--- src/rtl/data_bus_response_router_pkg.sv ---
// Shared data-bus types: decoded slave codes, router state encoding and the
// read data returned on an error response.
package pixel_riscv_soc_pkg;

   localparam int          N_DATA_SLAVES     = 8;
   localparam int          SLV_W             = 4;
   localparam logic [31:0] ERR_RDATA_DEFAULT = 32'hBADD_ADD5;

   // DATA_BUS_NONE sits at all-ones so it can never alias a real slave index.
   typedef enum logic [SLV_W-1:0] {
      SLV_BOOT_ROM  = 4'd0,
      SLV_CODE_RAM  = 4'd1,
      SLV_DATA_RAM  = 4'd2,
      SLV_GPIO      = 4'd3,
      SLV_SPI       = 4'd4,
      SLV_UART      = 4'd5,
      SLV_TIMER     = 4'd6,
      SLV_PMC       = 4'd7,
      DATA_BUS_NONE = 4'hF
   } slv_t;

   typedef enum logic [1:0] {
      IDLE     = 2'd0,
      WAIT_RSP = 2'd1,
      ERR_RSP  = 2'd2
   } rtr_state_t;

endpackage

--- src/rtl/data_bus_response_router_if.sv ---
// Core-side request/response and per-slave fan-out signals of the data bus.
// The router uses the slave modport; the core/slave models use master.
interface data_bus_response_router_if
   import pixel_riscv_soc_pkg::*;
#(
   parameter int NUM_SLAVES = N_DATA_SLAVES
);
   logic                       core_req;
   logic [31:0]                core_addr;
   slv_t                       requested_slave;
   logic                       core_gnt;
   logic                       core_rvalid;
   logic [31:0]                core_rdata;
   logic                       core_err;
   logic [NUM_SLAVES-1:0]      slave_req;
   logic [NUM_SLAVES-1:0]      slave_gnt;
   logic [NUM_SLAVES-1:0]      slave_rvalid;
   logic [NUM_SLAVES-1:0][31:0] slave_rdata;

   modport slave (
      input  core_req, core_addr, requested_slave,
      output core_gnt, core_rvalid, core_rdata, core_err,
      output slave_req,
      input  slave_gnt, slave_rvalid, slave_rdata
   );

   modport master (
      output core_req, core_addr, requested_slave,
      input  core_gnt, core_rvalid, core_rdata, core_err,
      input  slave_req,
      output slave_gnt, slave_rvalid, slave_rdata
   );
endinterface

--- src/rtl/data_bus_response_router_timeout_counter.sv ---
// Counts waiting cycles of the outstanding transaction; expired fires in the
// last waiting cycle so the error response lands TIMEOUT_CYCLES after grant.
module data_bus_timeout_counter #(
   parameter int TIMEOUT_CYCLES = 16
) (
   input  logic clk,
   input  logic rst,
   input  logic clear,
   input  logic enable,
   output logic expired
);
   localparam int CNT_W = (TIMEOUT_CYCLES > 2) ? $clog2(TIMEOUT_CYCLES) : 1;

   logic [CNT_W-1:0] count;

   // NOTE: sequential state uses non-blocking assignments so every flop
   // samples pre-edge values regardless of process ordering.
   always_ff @(posedge clk or posedge rst) begin
      if (rst) begin
         count <= '0;
      end else if (clear) begin
         count <= '0;
      end else if (enable) begin
         count <= count + CNT_W'(1);
      end
   end

   assign expired = enable && !clear && (count == CNT_W'(TIMEOUT_CYCLES - 2));

endmodule

--- src/rtl/data_bus_response_router.sv ---
// Routes one outstanding core data request to the decoded slave, returns its
// response, and synthesises error responses for unmapped or silent slaves.
module data_bus_response_router
   import pixel_riscv_soc_pkg::*;
#(
   parameter int          NUM_SLAVES     = N_DATA_SLAVES,
   parameter int          TIMEOUT_CYCLES = 16,
   parameter logic [31:0] ERR_RDATA      = ERR_RDATA_DEFAULT
) (
   input  logic                        clk,
   input  logic                        rst,
   data_bus_response_router_if.slave   bus,
   output logic                        err_flag,
   output logic [31:0]                 err_addr,
   input  logic                        err_clr
);
   localparam int IDX_W = $clog2(NUM_SLAVES);

   rtr_state_t       state, state_nx;
   logic [IDX_W-1:0] req_idx, lat_idx;
   logic [31:0]      lat_addr;
   logic             req_none, sel_rvalid, can_accept;
   logic             take_slave, take_none, tmo_en, tmo_expired;

   // Any code outside 0..NUM_SLAVES-1 (DATA_BUS_NONE included) is unmapped.
   assign req_idx    = bus.requested_slave[IDX_W-1:0];
   assign req_none   = (bus.requested_slave >= SLV_W'(NUM_SLAVES));
   assign sel_rvalid = (state == WAIT_RSP) && bus.slave_rvalid[lat_idx];
   assign can_accept = !rst && ((state == IDLE) || sel_rvalid);
   assign take_none  = can_accept && bus.core_req && req_none;
   assign take_slave = can_accept && bus.core_req && !req_none && bus.slave_gnt[req_idx];
   assign tmo_en     = (state == WAIT_RSP) && !sel_rvalid;

   data_bus_timeout_counter #(
      .TIMEOUT_CYCLES (TIMEOUT_CYCLES)
   ) u_timeout (
      .clk     (clk),
      .rst     (rst),
      .clear   (take_slave),
      .enable  (tmo_en),
      .expired (tmo_expired)
   );

   always_ff @(posedge clk or posedge rst) begin
      if (rst) state <= IDLE;
      else     state <= state_nx;
   end

   // NOTE: each combinational block assigns defaults first so no path can
   // leave an output unassigned and infer a latch.
   always_comb begin
      state_nx = state;
      case (state)
         IDLE: begin
            if (take_slave)     state_nx = WAIT_RSP;
            else if (take_none) state_nx = ERR_RSP;
         end
         WAIT_RSP: begin
            if (sel_rvalid) begin
               if (take_slave)     state_nx = WAIT_RSP;
               else if (take_none) state_nx = ERR_RSP;
               else                state_nx = IDLE;
            end else if (tmo_expired) begin
               state_nx = ERR_RSP;
            end
         end
         ERR_RSP: state_nx = IDLE;
         default: state_nx = IDLE;
      endcase
   end

   always_comb begin
      bus.slave_req   = '0;
      bus.core_gnt    = take_slave || take_none;
      bus.core_rvalid = 1'b0;
      bus.core_rdata  = '0;
      bus.core_err    = 1'b0;
      if (can_accept && bus.core_req && !req_none) bus.slave_req[req_idx] = 1'b1;
      if (sel_rvalid) begin
         bus.core_rvalid = 1'b1;
         bus.core_rdata  = bus.slave_rdata[lat_idx];
      end else if (state == ERR_RSP) begin
         bus.core_rvalid = 1'b1;
         bus.core_rdata  = ERR_RDATA;
         bus.core_err    = 1'b1;
      end
   end

   // A new error outranks a simultaneous err_clr.
   always_ff @(posedge clk or posedge rst) begin
      if (rst) begin
         lat_idx  <= '0;
         lat_addr <= '0;
         err_flag <= 1'b0;
         err_addr <= '0;
      end else begin
         if (take_slave)              lat_idx  <= req_idx;
         if (take_slave || take_none) lat_addr <= bus.core_addr;
         if (state == ERR_RSP) begin
            err_flag <= 1'b1;
            err_addr <= lat_addr;
         end else if (err_clr) begin
            err_flag <= 1'b0;
         end
      end
   end

endmodule

--- src/flat_wrapper.sv ---
// flat-port wrapper written by rule: the top's interface ports become plain ports
module data_bus_response_router_flat import pixel_riscv_soc_pkg::*;
#(
   parameter int          NUM_SLAVES     = N_DATA_SLAVES,
   parameter int          TIMEOUT_CYCLES = 16,
   parameter logic [31:0] ERR_RDATA      = ERR_RDATA_DEFAULT
)
  (clk, rst, err_flag, err_addr, err_clr, bus_core_req, bus_core_addr, bus_requested_slave, bus_core_gnt, bus_core_rvalid, bus_core_rdata, bus_core_err, bus_slave_req, bus_slave_gnt, bus_slave_rvalid, bus_slave_rdata);
  data_bus_response_router_if #(.NUM_SLAVES(NUM_SLAVES)) bus_i ();
  input  logic clk;
  input  logic rst;
  output logic err_flag;
  output logic [31:0] err_addr;
  input  logic err_clr;
  input wire logic [$bits(bus_i.core_req)-1:0] bus_core_req;
  input wire logic [$bits(bus_i.core_addr)-1:0] bus_core_addr;
  input wire logic [$bits(bus_i.requested_slave)-1:0] bus_requested_slave;
  output wire logic [$bits(bus_i.core_gnt)-1:0] bus_core_gnt;
  output wire logic [$bits(bus_i.core_rvalid)-1:0] bus_core_rvalid;
  output wire logic [$bits(bus_i.core_rdata)-1:0] bus_core_rdata;
  output wire logic [$bits(bus_i.core_err)-1:0] bus_core_err;
  output wire logic [$bits(bus_i.slave_req)-1:0] bus_slave_req;
  input wire logic [$bits(bus_i.slave_gnt)-1:0] bus_slave_gnt;
  input wire logic [$bits(bus_i.slave_rvalid)-1:0] bus_slave_rvalid;
  input wire logic [$bits(bus_i.slave_rdata)-1:0] bus_slave_rdata;
  assign bus_i.core_req = bus_core_req;
  assign bus_i.core_addr = bus_core_addr;
  assign bus_i.requested_slave = bus_requested_slave;
  assign bus_core_gnt = bus_i.core_gnt;
  assign bus_core_rvalid = bus_i.core_rvalid;
  assign bus_core_rdata = bus_i.core_rdata;
  assign bus_core_err = bus_i.core_err;
  assign bus_slave_req = bus_i.slave_req;
  assign bus_i.slave_gnt = bus_slave_gnt;
  assign bus_i.slave_rvalid = bus_slave_rvalid;
  assign bus_i.slave_rdata = bus_slave_rdata;
  data_bus_response_router #(.NUM_SLAVES(NUM_SLAVES), .TIMEOUT_CYCLES(TIMEOUT_CYCLES), .ERR_RDATA(ERR_RDATA)) u_core (.clk(clk), .rst(rst), .bus(bus_i), .err_flag(err_flag), .err_addr(err_addr), .err_clr(err_clr));
endmodule
--- config.mk ---
export PLATFORM = sky130hd
export DESIGN_NAME = data_bus_response_router_flat
export DESIGN_NICKNAME = d
export VERILOG_FILES = /design/src/rtl/data_bus_response_router_pkg.sv /design/src/rtl/data_bus_response_router_if.sv /design/src/rtl/data_bus_response_router_timeout_counter.sv /design/src/rtl/data_bus_response_router.sv /design/src/flat_wrapper.sv
export SDC_FILE = /design/constraint.sdc
export NUM_CORES = 1
export LEC_CHECK = 0
export CORE_AREA = 10 10 143 145
export DETAILED_ROUTE_END_ITERATION = 10
export DIE_AREA = 0 0 153 155
export PLACE_DENSITY = 0.72
export SYNTH_ARGS = -nofsm -noshare
export SYNTH_HDL_FRONTEND = slang
export SYNTH_HIERARCHICAL = 1
export SYNTH_SLANG_ARGS = --single-unit
--- constraint.sdc ---
create_clock -name clk -period 3.45 [get_ports clk]
set_clock_uncertainty 0.2 [all_clocks]
set_input_delay 0.69 -clock clk [delete_from_list [all_inputs] [get_ports clk]]
set_output_delay 0.69 -clock clk [all_outputs]
set_load 0.05 [all_outputs]
# After elaboration in Yosys (flattened, before gate mapping)
# Index checks and enable logic that the tools add are counted.
dict set report word_totals {
  inputBits 312
  reg_bits 74
}
dict set report classes {
  reduce_logical 20
  magnitude_cmp 4
  add_sub_neg 1
  eq_ne 5
  muxes 25
}
# cell n
set op_table {}
lappend op_table {{binary-select mux 32 bit (select 3 bit)} 1}
lappend op_table {{two-way mux 32 bit} 3}
lappend op_table {{two-way mux 2 bit} 6}
lappend op_table {{logical AND 1 bit} 10}
lappend op_table {{less-than comparator 3 x 4 -> 1 bit (second input constant)} 2}
lappend op_table {{two-way mux 1 bit} 8}
lappend op_table {{two-way mux 4 bit} 2}
lappend op_table {{two-way mux 8 bit} 1}
lappend op_table {{binary-select mux 1 bit (select 3 bit)} 2}
lappend op_table {{!= test 3 x 1 -> 1 bit (second input constant)} 2}
lappend op_table {{adder 4 x 1 -> 4 bit (second input constant)} 1}
lappend op_table {{== test 4 bit (second input constant)} 1}
lappend op_table {{greater-or-equal comparator 4 bit (second input constant)} 1}
lappend op_table {{zero test 1 bit} 4}
lappend op_table {{one-hot mux 2 bit (2 select lines)} 1}
lappend op_table {{nonzero test 2 bit} 2}
lappend op_table {{demux 1 bit (select 3 bit)} 1}
lappend op_table {{greater-or-equal comparator 3 x 1 -> 1 bit (second input constant)} 1}
lappend op_table {{== test 2 x 1 -> 1 bit (second input constant)} 1}
lappend op_table {{== test 2 bit (second input constant)} 1}
lappend op_table {{zero test 2 bit} 1}
lappend op_table {{logical OR 1 bit} 2}
lappend op_table {{AND reduction 2 bit} 1}

# Logic depth before layout (Yosys ltp)
# Gate-level depths: netlist (run 1).
dict set report logic_depth {
  ltp_word 14
  ltp_mapped 10
  depth_no_buf 8
}

# Hierarchy
# The synthesis (run 1) kept the hierarchy.
# module cells_per_inst seq_area_each_um2 n_inst area_per_inst_um2
set modules_own_cells {}
lappend modules_own_cells {data_bus_response_router 421 1751.7 1 5109.9}
lappend modules_own_cells {data_bus_timeout_counter 23 100.1 1 237.7}

# Worst setup path after synthesis (run 1)
# Ideal clock, no wire load.
dict set report synth_path {
  path_type {in2out}
  startpoint {in bus_slave_rvalid[7]}
  endpoint {out bus_slave_req[2]}
  stages 5
  setup_slack_ns -0.481
  path_buffers 0
  arrival_ns 3.041
  cell_sequence {mux2_1 > a2bb2o_1 > o21ai_4 > nand3_1 > nor4_1}
}
dict set report synth_via {
  elab_chain_cells 8
}
# element line_no
set synth_rtl {}
lappend synth_rtl {{start, declared} flat_wrapper.sv:24} ;# input wire logic [$bits(bus_i.slave_rvalid)-1:0] bus_slave_rvalid;
lappend synth_rtl {{binary-select mux 1 bit (select 3 bit)} data_bus_response_router.sv:28} ;# assign sel_rvalid = (state == WAIT_RSP) && bus.slave_rvalid[lat_idx];
lappend synth_rtl {{two-way mux 1 bit (implied by the code)} data_bus_response_router.sv:28}
lappend synth_rtl {{logical AND 1 bit} data_bus_response_router.sv:28}
lappend synth_rtl {{logical OR 1 bit} data_bus_response_router.sv:29} ;# assign can_accept = !rst && ((state == IDLE) || sel_rvalid);
lappend synth_rtl {{logical AND 1 bit} data_bus_response_router.sv:29}
lappend synth_rtl {{logical AND 1 bit (2 in a row)} data_bus_response_router.sv:78} ;# if (can_accept && bus.core_req && !req_none) bus.slave_req[req_idx] = 1'b1;
lappend synth_rtl {{two-way mux 8 bit} data_bus_response_router.sv:78}
lappend synth_rtl {{end, declared} flat_wrapper.sv:22} ;# output wire logic [$bits(bus_i.slave_req)-1:0] bus_slave_req;
# No other way between the ends. The select of a mux whose other input is x is not followed.

# Worst setup path in the final report (run 1)
dict set report layout_path {
  startpoint {in bus_slave_rvalid[3]}
  endpoint {out bus_core_rdata[15]}
}
dict set report layout_via {
  elab_chain_cells 4
}
# element line_no
set layout_rtl {}
lappend layout_rtl {{binary-select mux 1 bit (select 3 bit)} data_bus_response_router.sv:28}
lappend layout_rtl {{two-way mux 1 bit (implied by the code)} data_bus_response_router.sv:28}
lappend layout_rtl {{logical AND 1 bit} data_bus_response_router.sv:28}
lappend layout_rtl {{two-way mux 32 bit} data_bus_response_router.sv:79} ;# if (sel_rvalid) begin
lappend layout_rtl {{end, declared} flat_wrapper.sv:20} ;# output wire logic [$bits(bus_i.core_rdata)-1:0] bus_core_rdata;
# No other way between the ends. The select of a mux whose other input is x is not followed.

==> results of run 1 <==
==> sequential cells by signal, indices dropped and copies added, names as in the netlist <==
| register | flops |
|---|---|
| u_core/state | 2 |
| u_core/lat_idx | 3 |
| u_core/u_timeout/count | 4 |
| u_core/lat_addr | 32 |
| u_core/err_flag | 1 |
| u_core/err_addr | 32 |
==> worst paths after layout <==
| kind | from | end |
|---|---|---|
| worst max register to register | u_core/lat_idx[0] | u_core/lat_addr[30] |
| worst min register to register | u_core/lat_addr[30] | u_core/err_addr[30] |
| worst min-delay path | u_core/lat_addr[30] | u_core/err_addr[30] |
| worst max-delay path | bus_slave_rvalid[3] | bus_core_rdata[15] |
| min in group asynchronous | rst | u_core/u_timeout/count[1] |
| max in group asynchronous | rst | u_core/err_addr[14] |
==> final cells by class <==
cell class	count	area share [%]
Multi-Input combinational cell	326	33.0
Tap cell	229	2.72
Inverter	8	0.285
Clock inverter	5	0.285
Antenna cell	2	0.0476
Clock buffer	11	2.31
Timing Repair Buffer	411	43.7
Sequential cell	74	17.7
==> what timing repair did <==
action / CTS / global route
pin swaps: 8 / 3
resized for setup: 50 / 8
hold buffers: 0 / 0
cloned: 2 / 1
setup endpoints to repair: 35 / 21
buffers inserted: 0 / 1
==> layout by cell type (no fill, tap or decap), types with 6 or more instances in the layout <==
cell type / n
sky130_fd_sc_hd__clkbuf_16: 10
sky130_fd_sc_hd__mux4_2: 65
sky130_fd_sc_hd__dfrtp_1: 71
sky130_fd_sc_hd__nor2_1: 15
sky130_fd_sc_hd__buf_12: 46
sky130_fd_sc_hd__nand2_1: 99
sky130_fd_sc_hd__mux2i_1: 36
sky130_fd_sc_hd__clkdlybuf4s50_1: 339
sky130_fd_sc_hd__mux2_2: 8
sky130_fd_sc_hd__nor2_4: 12
sky130_fd_sc_hd__o21ai_4: 6
sky130_fd_sc_hd__mux2_4: 30
sky130_fd_sc_hd__inv_1: 6
sky130_fd_sc_hd__buf_4: 15
sky130_fd_sc_hd__a21oi_1: 17
==> stage by stage <==
step                TNS [ns]  instances  total power (W)
finish                     0       1066          0.00540
global placement       -5.72       1044          0.00437
detailed placement     -6.78       1044          0.00440
CTS                        0       1062          0.00540
floorplan             -0.434        444          0.00322
global route        -0.00459       1066          0.00568
==> worst reg2reg max path: stages, from the launching register on <==
cell,delay (ns)
sky130_fd_sc_hd__dfrtp_4,0.52
sky130_fd_sc_hd__mux2_2,0.37
sky130_fd_sc_hd__o22ai_2,0.27
sky130_fd_sc_hd__buf_6,0.16
sky130_fd_sc_hd__o21ai_4,0.06
sky130_fd_sc_hd__buf_4,0.17
sky130_fd_sc_hd__o211ai_4,0.10
sky130_fd_sc_hd__buf_4,0.20
sky130_fd_sc_hd__buf_12,0.25
sky130_fd_sc_hd__mux2_2,0.36
==> per-layer routing <==
metal  wire length, um  share of wire, %
met3              2610               9.4
met4               529               1.9
met2             14100                51
met5                37              0.13
met1             10500                38
==> power by group <==
group          internal [W]  switching, W  leakage (nW)
sequential          0.00112      0.000168         0.906
combinational       0.00163       0.00164          3.34
clock              0.000502      0.000338         0.131
total               0.00325       0.00215          4.38
==> kinds of logic (layout without fill, tap and decap cells) <==
logic type	Yosys count	after routing	share of synthesized area, %
AOI/OAI and AO/OA	32	32	4.26
xor gates and xnor gates	1	1	0.164
adders and majority gates	2	2	0.468
buffers and inverters	45	435	4.12
DFF	74	74	34.6
muxes	139	139	44.2
other	0	2	0
and+or+nand+nor	151	152	12.2
==> flow_metrics.env, run 1 <==
export IMPL_status="completed"
export IMPL_multi_input_area_mm2=0.00348
export IMPL_port_buffers=387
export IMPL_ys_async_sr_fraction_pct=100
export IMPL_timing_reg2reg_setup_slack_ns=0.68
export IMPL_grt_max_degree=71
export IMPL_cp_data_required_time_ns=2.56
export IMPL_postLayoutCellArea_mm2=0.0105
export IMPL_slowest_stage="sky130_fd_sc_hd__clkdlybuf4s50_1"
export IMPL_finalCriticalPeriod_ns=3.41
export IMPL_grt_pass1_vias=5833
export IMPL_fillerInstances=1466
export IMPL_cts_buffers_inserted=9
export IMPL_utilization_pct=59.6
export IMPL_timing_critical_path_buf_inv=4
export IMPL_yosysSeqAreaShare_pct=34.6
export IMPL_path_max_fanout=6
export IMPL_design_die_area_mm2=0.0237
export IMPL_cp_cell_sequence="clkdlybuf4s50_1 > mux2_2 > o22ai_2 > buf_6 > or3_4 > buf_12 > o21ai_4 > buf_12"
export IMPL_synthDominantAreaCellType="sky130_fd_sc_hd__dfrtp_1"
export IMPL_setup_worst_path_class="input port to output port"
export IMPL_layout_setup_ws_ns=0.0449
export IMPL_final_setup_viol_count=0
export IMPL_die_width_um=153
export IMPL_globalRouteTotalUtil_pct=21.9
export IMPL_synth_top_flop_cell="sky130_fd_sc_hd__dfrtp_1"
export IMPL_ys_top_cells_by_count="sky130_fd_sc_hd__nand2_1 (99), sky130_fd_sc_hd__dfrtp_1 (74), sky130_fd_sc_hd__mux4_2 (65), sky130_fd_sc_hd__mux2i_1 (36), sky130_fd_sc_hd__mux2_4 (29)"
export IMPL_start_util_pct=30.3
export IMPL_critical_path_top_delay_family="buffers and inverters"
export IMPL_grtUsageMet2_pct=37.3
export IMPL_grt_first_pass_wirelength_um=39000
export IMPL_netlist_instances=444
export IMPL_critPathArrivalTime_ns=2.52
export IMPL_std_cell_rows=49
export IMPL_grt_util_met3_pct=8.19
export IMPL_post_route_drc_count=0
export IMPL_synth_cell_type_count=45
export IMPL_min_delay_path_class="flop to flop"
export IMPL_cts_reportedPaths_clkPinSlew_ns=0.05
export IMPL_yosys_register_bits=74
export IMPL_worst_max_slew_pin_slew_ns=0.642
export IMPL_synth_edf_count=0
export IMPL_min_period_over_period_pct=98.7
export IMPL_startpoint_type="input port"
export IMPL_hold_path_depth=2
export IMPL_drt_first_iter_violations=362
export IMPL_grt_antenna_before_repair=4
export IMPL_crit_cells=8
export IMPL_critical_path_max_stage_delay_ns=0.45
export IMPL_endpoint_kind="output port"
export IMPL_most_used_standard_cell_by_instance_count_after_synthesis="sky130_fd_sc_hd__nand2_1"
export IMPL_final_max_slew_violation_count=0
export IMPL_mappedNetlistNets=758
export IMPL_clock_root_buffer="sky130_fd_sc_hd__clkbuf_16"
export IMPL_die_h_um=155
export IMPL_post_route_cells_drive_above_1_share_pct=26.3
export IMPL_ys_warnings_count=6
export IMPL_max_cap_violations=0
export IMPL_fmaxAchievable_mhz=294
export IMPL_globalplace_congestion=0.878
export IMPL_area_growth_syn_to_layout_pct=96.8
export IMPL_netlist_area_mm2=0.00535
export IMPL_clock_tree_from_tritoncts="done"
export IMPL_syn_area_per_cell_um2=12.0
export IMPL_vias_per_cell=4.99
export IMPL_place_hpwl_um=22900
export IMPL_timing_final_hold_violations=0
export IMPL_ios=388
export IMPL_drt_antenna_violating_nets=0
export IMPL_cts_path_max_buffers=2
export IMPL_final_seq_area_mm2=0.00186
export IMPL_placedInstanceArea_mm2=0.00995
export IMPL_synthDominantCellAreaShare_pct=34.6
export IMPL_maximum_vdd_drop_mv=0.453
export IMPL_first_pass_iters=5
export IMPL_globalRoute_busiestLayer="met2"
export IMPL_numClockSinks=74
export IMPL_synth_top_cells_by_area="sky130_fd_sc_hd__dfrtp_1 (35%), sky130_fd_sc_hd__mux4_2 (27%), sky130_fd_sc_hd__mux2_4 (8.1%)"
export IMPL_finish_net_count=1144
export IMPL_cp_common_cell="sky130_fd_sc_hd__buf_12"
export IMPL_dp_worst_setup_slack_ns=-0.280
export IMPL_insertion_delay_ns=0.32
export IMPL_drt_total_wl_um=27800
export IMPL_timing_max_slew_rel_slack_pct=57.2
export IMPL_cts_htree_levels=3
export IMPL_fin_hold_ws_ns=0.265
export IMPL_rr_worst_depth=9
export IMPL_cellLeakagePower_nw=4.38
export IMPL_placeableCoreArea_mm2=0.0177
export IMPL_p_per_area_mw_per_mm2=513
export IMPL_grt_overflow_total=0
export IMPL_wire_per_inst_um=26.1
export IMPL_groute_layer_met1_usage_pct=25.5
export IMPL_num_vias=5323
No activity file was read; power rests on OpenSTA's default activity.
==> run 2, diff against run 1 <==
--- a/config.mk
+++ b/config.mk
@@ -5,10 +5,12 @@
 export SDC_FILE = /design/constraint.sdc
 export NUM_CORES = 1
 export LEC_CHECK = 0
-export CORE_AREA = 10 10 143 145
+export CORE_AREA = 10 10 141 143
+export CTS_BUF_LIST = sky130_fd_sc_hd__clkbuf_2
 export DETAILED_ROUTE_END_ITERATION = 10
-export DIE_AREA = 0 0 153 155
-export PLACE_DENSITY = 0.72
+export DIE_AREA = 0 0 151 153
+export GPL_ROUTABILITY_DRIVEN = 0
+export PLACE_DENSITY = 0.71
 export SYNTH_ARGS = -nofsm -noshare
 export SYNTH_HDL_FRONTEND = slang
 export SYNTH_HIERARCHICAL = 1
==> flow_metrics.env, run 2 (synthesized netlist as in run 1, its figures left out) <==
export IMPL_status="completed"
export IMPL_p_per_area_mw_per_mm2=507
export IMPL_cts_reportedPaths_clkPinSlew_ns=0.18
export IMPL_clock_root_buffer="sky130_fd_sc_hd__clkbuf_2"
export IMPL_critical_path_max_stage_delay_ns=0.46
export IMPL_port_buffers=387
export IMPL_vias_per_cell=5.14
export IMPL_ios=388
export IMPL_cp_data_required_time_ns=2.56
export IMPL_path_max_fanout=5
export IMPL_grt_pass1_vias=6137
export IMPL_maximum_vdd_drop_mv=0.350
export IMPL_numClockSinks=74
export IMPL_p_seq_share_pct=24.4
export IMPL_drt_first_iter_violations=287
export IMPL_post_route_cells_drive_above_1_share_pct=27.6
export IMPL_drt_total_wl_um=28100
export IMPL_min_period_over_period_pct=99.4
export IMPL_layout_cells_most_common_list="sky130_fd_sc_hd__clkdlybuf4s50_1 (344), sky130_fd_sc_hd__nand2_1 (99), sky130_fd_sc_hd__dfrtp_1 (71)"
export IMPL_timing_critical_path_buf_inv=4
export IMPL_std_cell_rows=48
export IMPL_critical_path_top_delay_family="buffers and inverters"
export IMPL_endpoint_kind="output port"
export IMPL_final_setup_viol_count=0
export IMPL_post_route_drc_count=0
export IMPL_worst_max_slew_pin_slew_ns=0.721
export IMPL_internal_power_w=0.00302
export IMPL_slowest_stage="sky130_fd_sc_hd__clkdlybuf4s50_1"
export IMPL_cts_hold_buf=0
export IMPL_startpoint_type="input port"
export IMPL_cp_cell_sequence="clkdlybuf4s50_1 > mux2_4 > a2bb2o_4 > buf_6 > or3_4 > buf_8 > o21ai_4 > buf_12"
export IMPL_setup_total_negative_slack_ns=0
export IMPL_place_hpwl_um=22700
export IMPL_clock_tree_from_tritoncts="done"
export IMPL_grt_first_pass_wirelength_um=40000
export IMPL_setup_repair_after_global_routing_missed_its_margin="yes"
export IMPL_clock_power_share_pct=10.1
export IMPL_start_util_pct=31.4
export IMPL_cts_path_max_buffers=2
export IMPL_die_h_um=153
export IMPL_netSwitchingPower_w=0.00221
export IMPL_wire_per_inst_um=26.2
export IMPL_timing_max_slew_rel_slack_pct=51.9
export IMPL_final_max_slew_violation_count=0
export IMPL_multi_input_area_mm2=0.00356
export IMPL_grt_overflow_total=0
export IMPL_final_common_cell="sky130_fd_sc_hd__clkdlybuf4s50_1"
export IMPL_globalRouteTotalUtil_pct=23.2
export IMPL_placeableCoreArea_mm2=0.0171
export IMPL_design_die_area_mm2=0.0231
export IMPL_drt_antenna_violating_nets=0
export IMPL_setup_worst_path_class="input port to output port"
export IMPL_max_cap_violations=0
export IMPL_fmaxAchievable_mhz=291
export IMPL_min_delay_path_class="input port to async pin"
export IMPL_reg_largest_list="u_core/err_addr (32), u_core/lat_addr (32), u_core/u_timeout/count (4)"
export IMPL_first_pass_iters=4
export IMPL_grt_antenna_before_repair=10
export IMPL_area_growth_syn_to_layout_pct=92.8
export IMPL_cellLeakagePower_nw=4.26
export IMPL_placed_cells=1039
export IMPL_timing_final_hold_violations=0
export IMPL_p_comb_share_pct=65.5
export IMPL_grt_max_degree=66
export IMPL_cts_htree_levels=3
export IMPL_layoutNonFillerInstCount=1072
export IMPL_num_vias=5510
export IMPL_insertion_delay_ns=0.49
export IMPL_finalCriticalPeriod_ns=3.43
export IMPL_critPathArrivalTime_ns=2.54
export IMPL_power_switching_fraction_pct=42.2
export IMPL_final_seq_area_mm2=0.00186
export IMPL_die_width_um=151
export IMPL_fillerInstances=1353
export IMPL_cts_buffers_inserted=9
export IMPL_finish_net_count=1147
[run 2: changes by cell type in the layout (fill, tap and decap cells not counted), moves of 3 or more]
cell                              before  now
sky130_fd_sc_hd__buf_12               46   27
sky130_fd_sc_hd__buf_4                15   36
sky130_fd_sc_hd__clkbuf_16            10    1
sky130_fd_sc_hd__clkbuf_2              0   10
sky130_fd_sc_hd__clkdlybuf4s50_1     339  344
sky130_fd_sc_hd__diode_2               2    9
sky130_fd_sc_hd__dlymetal6s2s_1        3    0
sky130_fd_sc_hd__mux2i_1              36   27
sky130_fd_sc_hd__mux2i_2               0    5
sky130_fd_sc_hd__mux2i_4               0    4
[run 2: final cells by class]
class	count	share of cell area (%)
Multi-Input combinational cell	325	34.5
Clock buffer	10	0.485
Antenna cell	9	0.218
Inverter	8	0.291
Timing Repair Buffer	415	42.9
Sequential cell	74	18.0
Tap cell	225	2.73
Clock inverter	6	0.789
[run 2: worst paths after layout]
kind / from / end / slack [ns] / cells after the start
setup / recovery: bus_slave_rvalid[6] / bus_core_rdata[15] / 0.02 / 8
min in group clk: u_core/lat_addr[29] / u_core/err_addr[29] / 0.30 / 2
hold / removal: rst / u_core/u_timeout/count[2] / 0.25 / 2
setup reg to reg: u_core/lat_idx[0] / u_core/lat_addr[29] / 0.57 / 8
hold reg to reg: u_core/lat_addr[29] / u_core/err_addr[29] / 0.30 / 2
max in group asynchronous: rst / u_core/err_addr[1] / 1.78 / 3
[run 2: worst reg2reg max path: stages, from the launching register on]
cell and delay [ns]:
sky130_fd_sc_hd__dfrtp_4 0.56, sky130_fd_sc_hd__mux2_1 0.34, sky130_fd_sc_hd__o22ai_2 0.25, sky130_fd_sc_hd__buf_4 0.18, sky130_fd_sc_hd__o21ai_4 0.06, sky130_fd_sc_hd__buf_4 0.16, sky130_fd_sc_hd__o211ai_4 0.08, sky130_fd_sc_hd__buf_4 0.54
sky130_fd_sc_hd__mux2_2 0.41
[run 2: metrics by stage]
step | hold WS [ns] | area, um2 | power, W | util [%] | setup WS [ns]
floorplan | 0.233 | 5360 | 0.00322 | - | -0.0483
global placement | 0.245 | 9700 | 0.00429 | 56.9 | -0.188
detailed placement | 0.256 | 9700 | 0.00435 | 56.9 | -0.264
CTS | 0.191 | 10200 | 0.00516 | 59.6 | -0.0151
global route | 0.182 | 10300 | 0.00549 | 60.4 | -0.0612
finish | 0.246 | 10300 | 0.00523 | 60.4 | 0.0191
[run 2: power groups by stage]
| stage | clock network, W | logic, W | registers [W] |
|---|---|---|---|
| global route | 0.000585 | 0.00359 | 0.00131 |
| global placement | 0 | 0.00301 | 0.00128 |
| finish | 0.000526 | 0.00343 | 0.00128 |
| CTS | 0.000548 | 0.00334 | 0.00128 |
| detailed placement | 0 | 0.00305 | 0.00130 |
| floorplan | 0 | 0.00152 | 0.00170 |
[run 2: repair_timing]
item | 4_1_cts | 5_1_grt
endpoints found under the setup margin | 37 | 39
pin swaps | 6 | 2
cloned | 3 | 1
buffers inserted | 3 | 1
resized for setup | 51 | 16
[run 2: per-layer routing]
| layer | wire length (um) | up-vias | global-route usage, % | share of wire (%) |
|---|---|---|---|---|
| li1 | - | 2430 | - | - |
| met1 | 9980 | 2757 | 25.2 | 36 |
| met2 | 14600 | 293 | 39.5 | 52 |
| met3 | 2950 | 28 | 9.98 | 11 |
| met4 | 535 | 2 | 7.66 | 1.9 |
| met5 | 11 | - | 0 | 0.039 |
==> run 3, diff against run 2 <==
--- a/config.mk
+++ b/config.mk
@@ -15,3 +15,4 @@
 export SYNTH_HDL_FRONTEND = slang
 export SYNTH_HIERARCHICAL = 1
 export SYNTH_SLANG_ARGS = --single-unit
+export TNS_END_PERCENT = 20
==> flow_metrics.env, run 3 (synthesized netlist as in run 1, its figures left out) <==
export IMPL_status="completed"
export IMPL_final_max_slew_violation_count=0
export IMPL_path_max_fanout=5
export IMPL_cts_reportedPaths_clkPinSlew_ns=0.18
export IMPL_timing_reg2reg_setup_slack_ns=0.58
export IMPL_drt_antenna_violating_nets=0
export IMPL_wl_met3_um=3280
export IMPL_globalRouteTotalUtil_pct=23.0
export IMPL_ios=388
export IMPL_clock_power_share_pct=10.1
export IMPL_grt_max_degree=66
export IMPL_final_common_cell="sky130_fd_sc_hd__clkdlybuf4s50_1"
export IMPL_power_switching_fraction_pct=42.2
export IMPL_num_vias=5520
export IMPL_timing_max_slew_rel_slack_pct=52.1
export IMPL_grt_overflow_total=0
export IMPL_slowest_stage="sky130_fd_sc_hd__clkdlybuf4s50_1"
export IMPL_utilization_pct=60.2
export IMPL_fin_hold_ws_ns=0.247
export IMPL_maximum_vdd_drop_mv=0.350
export IMPL_clock_root_buffer="sky130_fd_sc_hd__clkbuf_2"
export IMPL_grt_first_pass_wirelength_um=39800
export IMPL_fillerInstances=1362
export IMPL_die_width_um=151
export IMPL_wirelength_met1_um=9720
export IMPL_worstSetupStartpoint="bus_slave_rvalid[6]"
export IMPL_timing_final_hold_violations=0
export IMPL_min_period_over_period_pct=99.6
export IMPL_grt_pass1_vias=6106
export IMPL_wire_per_inst_um=26.2
export IMPL_design_die_area_mm2=0.0231
export IMPL_layout_cells_most_common_list="sky130_fd_sc_hd__clkdlybuf4s50_1 (343), sky130_fd_sc_hd__nand2_1 (99), sky130_fd_sc_hd__dfrtp_1 (71)"
export IMPL_cp_cell_sequence="clkdlybuf4s50_1 > mux2_4 > a2bb2o_4 > buf_6 > or3_4 > buf_12 > o21ai_4 > buf_12"
export IMPL_endpoint_kind="output port"
export IMPL_critical_path_max_stage_delay_ns=0.46
export IMPL_min_delay_path_class="input port to async pin"
export IMPL_clock_tree_from_tritoncts="done"
export IMPL_rr_worst_depth=8
export IMPL_port_buffers=387
export IMPL_drt_total_wl_um=28000
export IMPL_finalCriticalPeriod_ns=3.43
export IMPL_placeableCoreArea_mm2=0.0171
export IMPL_first_pass_iters=5
export IMPL_post_route_drc_count=0
export IMPL_setup_worst_path_class="input port to output port"
export IMPL_netSwitchingPower_w=0.00220
export IMPL_highest_layer="met5"
export IMPL_cellLeakagePower_nw=4.27
export IMPL_timing_rr_start="u_core/lat_idx[0]"
export IMPL_p_seq_share_pct=24.5
export IMPL_max_cap_violations=0
export IMPL_p_per_area_mw_per_mm2=508
export IMPL_post_route_cells_drive_above_1_share_pct=27.5
export IMPL_place_hpwl_um=22700
export IMPL_die_h_um=153
export IMPL_drt_first_iter_violations=328
export IMPL_worst_max_slew_pin_slew_ns=0.719
export IMPL_final_setup_viol_count=0
export IMPL_fmaxAchievable_mhz=291
export IMPL_cp_data_required_time_ns=2.56
export IMPL_startpoint_type="input port"
export IMPL_critical_path_reg2reg_endpoint="u_core/lat_addr[29]"
export IMPL_cts_path_max_buffers=2
export IMPL_internal_power_w=0.00302
export IMPL_numClockSinks=74
export IMPL_p_comb_share_pct=65.4
export IMPL_insertion_delay_ns=0.49
export IMPL_finish_net_count=1146
export IMPL_vias_per_cell=5.16
export IMPL_critPathArrivalTime_ns=2.54
export IMPL_cp_common_cell="sky130_fd_sc_hd__buf_12"
export IMPL_grt_antenna_before_repair=9
export IMPL_area_growth_syn_to_layout_pct=92.0
export IMPL_cts_buffers_inserted=9
export IMPL_setup_repair_after_global_routing_missed_its_margin="yes"
export IMPL_power_w=0.00522
export IMPL_cts_htree_levels=3
export IMPL_reg_largest_list="u_core/err_addr (32), u_core/lat_addr (32), u_core/u_timeout/count (4)"
export IMPL_std_cell_rows=48
export IMPL_start_util_pct=31.4
export IMPL_wl_met2_um=14200
[run 3: worst max-delay path by stage]
stage | to | slack, ns | cells after the start
CTS | bus_core_rdata[26] | -0.03 | 6
global placement | bus_core_rdata[14] | -0.19 | 8
finish | bus_core_rdata[31] | 0.02 | 8
detailed placement | bus_core_rdata[28] | -0.26 | 7
floorplan | bus_core_rdata[0] | -0.05 | 6
global route | bus_core_rdata[31] | -0.07 | 7
[run 3: power by group through the flow]
stage	sequential, W	combinational, W	clock [W]
6_report	0.00128	0.00341	0.000526
5_1_grt	0.00131	0.00358	0.000585
3_3_place_gp	0.00128	0.00301	0
2_1_floorplan	0.00170	0.00152	0
4_1_cts	0.00128	0.00330	0.000548
3_5_place_dp	0.00130	0.00305	0
[run 3: final cells by class]
type	instances	area (um2)	share of cell area, %
tap	225	282	2.74
clock buffer	10	50.0	0.487
multi-input combinational	325	3520	34.3
clock inverter	6	81.3	0.792
antenna	8	20.0	0.195
inverter	8	30.0	0.292
sequential	74	1860	18.1
timing repair buffer	414	4420	43.1
[run 3: repair_timing]
action                                  4_1_cts  5_1_grt
hold buffers                                  0        0
pin swaps                                     5        9
resized for setup                            52       12
cloned                                        2        2
buffers inserted                              3        0
endpoints found under the setup margin       37       37
[run 3: per-layer routing]
layer | vias to the layer above | GRT usage (%)
li1 | 2424 | -
met1 | 2720 | 25.5
met2 | 332 | 38.9
met3 | 42 | 9.48
met4 | 2 | 7.66
met5 | - | 0
[run 3: worst max-delay path: cells and delay by family]
kind                   cells  cell delay, ns
buffers and inverters      4            0.89
and+or+nand+nor            1            0.41
muxes                      1            0.14
AOI/OAI and AO/OA          2            0.40
[run 3: metrics by stage]
step / cells / worst slack (ns) / TNS, ns / instance area [um2]
after floorplan: 444 / -0.0483 / -0.434 / 5360
after global placement: 1039 / -0.188 / -5.32 / 9700
after detailed placement: 1039 / -0.264 / -6.78 / 9700
after CTS: 1060 / -0.0271 / -0.113 / 10100
after global routing: 1068 / -0.0664 / -0.661 / 10300
final: 1070 / 0.0155 / 0 / 10300
